`config.mk`:
```
export PLATFORM = sky130hd
export DESIGN_NAME = systolic_2x2
export DESIGN_NICKNAME = d
export VERILOG_FILES = /design/src/rtl/systolic_2x2.sv
export SDC_FILE = /design/constraint.sdc
export NUM_CORES = 1
export LEC_CHECK = 0
export ABC_AREA = 0
export CORE_MARGIN = 2
export CORE_UTILIZATION = 35
export CTS_BUF_LIST = sky130_fd_sc_hd__clkbuf_8
export DETAILED_ROUTE_END_ITERATION = 10
export SYNTH_ARGS = -nofsm -noshare
export SYNTH_HDL_FRONTEND = slang
export SYNTH_SLANG_ARGS = --single-unit
```
`constraint.sdc`:
```
create_clock -name clk -period 2.3 [get_ports clk]
set_input_delay 0.46 -clock clk [delete_from_list [all_inputs] [get_ports clk]]
set_output_delay 0.46 -clock clk [all_outputs]
set_load 0.005 [all_outputs]
```
`src/rtl/systolic_2x2.sv`:
```
// rtl/systolic_2x2.sv - weight-stationary 2x2 systolic array, one activation row in and one output row out per cycle
module systolic_2x2 #(
    parameter int                      A_W = 4,
    parameter int                      C_W = 8,
    parameter logic signed [A_W-1:0]   W00 = A_W'(1),
    parameter logic signed [A_W-1:0]   W01 = A_W'(2),
    parameter logic signed [A_W-1:0]   W10 = A_W'(3),
    parameter logic signed [A_W-1:0]   W11 = A_W'(4)
) (
    input  logic                   clk,
    input  logic                   rst_n,
    input  logic signed [A_W-1:0]  a_row0_in,
    input  logic signed [A_W-1:0]  a_row1_in,
    output logic signed [C_W-1:0]  c_col0_out,
    output logic signed [C_W-1:0]  c_col1_out
);

    // Weights widened once so every product is formed at partial-sum width
    // and wraps modulo 2^C_W like the accumulations do.
    localparam logic signed [C_W-1:0] W00_X = C_W'(W00);
    localparam logic signed [C_W-1:0] W01_X = C_W'(W01);
    localparam logic signed [C_W-1:0] W10_X = C_W'(W10);
    localparam logic signed [C_W-1:0] W11_X = C_W'(W11);

    function automatic logic signed [C_W-1:0] sext(input logic signed [A_W-1:0] v);
        return C_W'(v);
    endfunction

    // Activation pipes: a0 forwarded PE00 -> PE01, a1 skewed one cycle
    // into PE10, then forwarded PE10 -> PE11.
    logic signed [A_W-1:0] a0_q, a0_d;
    logic signed [A_W-1:0] a1_skew_q, a1_skew_d;
    logic signed [A_W-1:0] a1_fwd_q, a1_fwd_d;

    // Partial sums held by each PE, plus the col0 deskew stage.
    logic signed [C_W-1:0] pe00_q, pe00_d;
    logic signed [C_W-1:0] pe10_q, pe10_d;
    logic signed [C_W-1:0] pe01_q, pe01_d;
    logic signed [C_W-1:0] pe11_q, pe11_d;
    logic signed [C_W-1:0] deskew_q, deskew_d;

    // PE multiply-accumulate and forwarding network
    always_comb begin
        a0_d      = a_row0_in;
        a1_skew_d = a_row1_in;
        a1_fwd_d  = a1_skew_q;
        pe00_d    = sext(a_row0_in) * W00_X;
        pe10_d    = pe00_q + sext(a1_skew_q) * W10_X;
        pe01_d    = sext(a0_q) * W01_X;
        pe11_d    = pe01_q + sext(a1_fwd_q) * W11_X;
        deskew_d  = pe10_q;
    end

    // Pipeline registers, all cleared at once by the asynchronous reset
    always_ff @(posedge clk or negedge rst_n) begin
        if (!rst_n) begin
            a0_q      <= '0;
            a1_skew_q <= '0;
            a1_fwd_q  <= '0;
            pe00_q    <= '0;
            pe10_q    <= '0;
            pe01_q    <= '0;
            pe11_q    <= '0;
            deskew_q  <= '0;
        end else begin
            a0_q      <= a0_d;
            a1_skew_q <= a1_skew_d;
            a1_fwd_q  <= a1_fwd_d;
            pe00_q    <= pe00_d;
            pe10_q    <= pe10_d;
            pe01_q    <= pe01_d;
            pe11_q    <= pe11_d;
            deskew_q  <= deskew_d;
        end
    end

    // Both columns leave straight from registers, aligned to the same row.
    assign c_col0_out = deskew_q;
    assign c_col1_out = pe11_q;

endmodule

```
==> key figures <==
Drt
  – Post-DR vias/cell: 4.595
  – Drt first-iter violations: 49
  – Routed len/inst: 12.80 um
  – Routed WL: 2.432 mm
  – ANT nets after route: 0
  – DRC: 0
  – Vias post-DR: 873
  – DRT Pass-1 Iters: 4

Yosys
  – Cell Area, Synth: 1518 um2
  – Avg Inst Size Synth: 14.45 um2
  – Count of different cell masters after synthesis: 25
  – Synth warn: 0
  – Largest area contributor in the netlist: dfrtp_1
  – Seq/Total Area, Yosys: 62.65%
  – Post-synth ARST share: 100.0%
  – Cells after Synth: 105
  – Synth cell count leaders: dfrtp_1 (38), ha_1 (17), inv_1 (15)
  – Syn Nets: 136
  – Synth Register Bits: 38
  – Most common cell in the netlist: dfrtp_1
  – Post-synth EDFFs: 0
  – Synth top area share: 62.65%
  – Synth area leaders: dfrtp_1 (63%), ha_1 (14%), fa_1 (5.3%), inv_1 (3.7%), xnor2_1 (2.3%)
  – Main flop type after synthesis: dfrtp_1

Clocking
  – Clock transition at path regs: 0.07 ns
  – Max Root-Sink Buffers: 2
  – Worst-Skew Late Latency: 0.28 ns
  – Total CTS buffers: 5
  – Clk sink count: 38
  – Clock root cell: clkbuf_8
  – H-tree Lvls: 2
  – CTS tree: built

Finish
  – Synthesis-to-finish area growth: 32.48%
  – Multi-input logic area: 548.0 um2
  – Final core occ: 49.20%
  – Diodes inserted: 0
  – Fillers: 371
  – Seq. cell area: 950.9 um2
  – Layout cells sized above 1: 16.43%
  – Final Net Count: 171

Job
  – Max-cap violations: 0

Min path
  – Hold crit path type: in2async

Worst setup path
  – CP required: 2.47 ns
  – CP arrival: 2.39 ns
  – Worst-path maximum fanout: 2
  – Critical path class: reg2reg
  – CP Capture Type: flop
  – Reg2Reg Launch Point: a1_fwd_d[1]$_DFF_PN0_
  – CP startpoint kind: flop
  – CP startpoint: a1_fwd_d[1]$_DFF_PN0_

Floorplanning
  – Core ar.: 4086 um2
  – Initial Util: 37.14%
  – Num rows: 23
  – Die area: 4879 um2
  – Chip height: 69.85 um
  – Die Wd: 69.85 um
  – Ports: 26

Global route
  – GRT Residual Overflow: 0
  – Vias in the first global route: 941
  – GRT Util Overall: 11.38%
  – Initial antenna violation count: 0
  – First-pass GRT wire length: 4.202 mm
  – Maximum number of pins on one net before global-route repair: 39

STA
  – Fin. Hold Viols: 0
  – Relative slew margins: 43.91%
  – Min Hold Slack: 0.2815 ns
  – RSZ-0062 raised after global routing: true
  – Final worst-path cycle share: 96.35%
  – Setup TNS: 0 ns
  – Tmin final: 2.216 ns
  – Slew Viols, Final: 0
  – Max Freq: 451.2 MHz
  – Max Clock Skew: 0.004463 ns
  – Tightest Pin Transition: 0.8413 ns
  – Finish-stage setup viols: 0
  – Final WS setup: 0.08384 ns

Power
  – Power per Cell Area: 858.0 nW/um2
  – Total power: 1.725 mW
  – Peak VDD IR: 0.0002549 V
  – Leakage power: 0.9324 nW

Placement
  – Gpl congestion: 0.6875
  – Hpwl dp: 1.813 mm
  – Pre-CTS setup slack: -0.09513 ns
  – Port bufs: 24

Run status
  – Status: completed
==> final cells by class <==
| class | count | area share, % |
|---|---|---|
| flip-flops and latches | 38 | 47.29 |
| multi-input cells | 50 | 27.26 |
| repair buffers | 30 | 13.94 |
| clock buffers | 6 | 4.107 |
| well taps | 50 | 3.111 |
| inverters | 15 | 2.800 |
| clock inverters | 1 | 1.493 |
==> cell families (layout without fill, tap and decap cells) <==
family          count (synthesis)  after routing  share of synthesized area, %
other cells                     1              1                        0.2471
flops                          38             38                         62.65
mux                             1              1                        0.7419
compound gates                 15             15                         7.007
simple gates                    8              8                         3.050
fa+ha+maj                      21             21                         19.29
buf+inv                        17             52                         4.699
xor+xnor                        4              4                         2.308
==> layer usage <==
layer	up-vias	global-route usage (%)	routed length, um
met1	441	12.50	997
met3	2	3.896	94
met4	0	5.769	31
li1	411	-	-
met5	-	0	0
met2	19	19.47	1308
==> repair_timing <==
action,CTS,global route
setup endpoints to repair,2,3
hold buffers,0,0
pin swaps,1,5
setup buffers,0,0
resized for setup,4,5
==> critical path, cell delays in order (launching register included) <==
cell and delay [ns]:
dfrtp_1 0.38, buf_4 0.14, ha_1 0.19, fa_1 0.57
ha_4 0.22, a211oi_2 0.21, nor4b_1 0.09, a2111oi_2 0.30
==> layout by cell type, fill, tap and decap left out, types with 2 or more instances in the layout <==
master and instances:
a21o_1 2, a21oi_1 3, buf_4 6, clkbuf_8 6
clkdlybuf4s50_1 23, dfrtp_1 38, fa_1 3, ha_1 14
ha_4 3, inv_1 15, nor2_1 2, o21ai_1 2
xnor2_1 4
==> worst paths after layout <==
| check | endpoint | cells after the start | slack (ns) |
|---|---|---|---|
| max | deskew_d[6]$_DFF_PN0_ | 7 | 0.08 |
| min | a1_fwd_q[1]$_DFF_PN0_ | 1 | 0.28 |
| max reg2reg | deskew_d[6]$_DFF_PN0_ | 7 | 0.08 |
| min reg2reg | c_col0_out[2]$_DFF_PN0_ | 0 | 0.35 |
| max in group asynchronous | a1_fwd_d[1]$_DFF_PN0_ | 1 | 1.49 |
| min in group clk | c_col0_out[2]$_DFF_PN0_ | 0 | 0.35 |
==> per-stage QoR <==
step	instances	instance area, um2
final	190	2011
after global routing	190	2011
after CTS	190	1983
after detailed placement	183	1846
after global placement	183	1846
after floorplan	105	1518
==> power by group <==
part           switching (mW)  total (mW)  internal, mW
Combinational           0.141       0.355         0.214
Sequential             0.0314       0.803         0.772
Clock                   0.220       0.567         0.347
Total                   0.393        1.73          1.33
==> registers in the layout (all words and copies together), names as in the netlist <==
name / cells
c_col0_out: 8
deskew_d: 8
c_col1_out: 6
a0_q: 4
a1_fwd_d: 4
a1_fwd_q: 4
pe01_q: 4
Note: power is estimated with default switching activity, not from simulation.
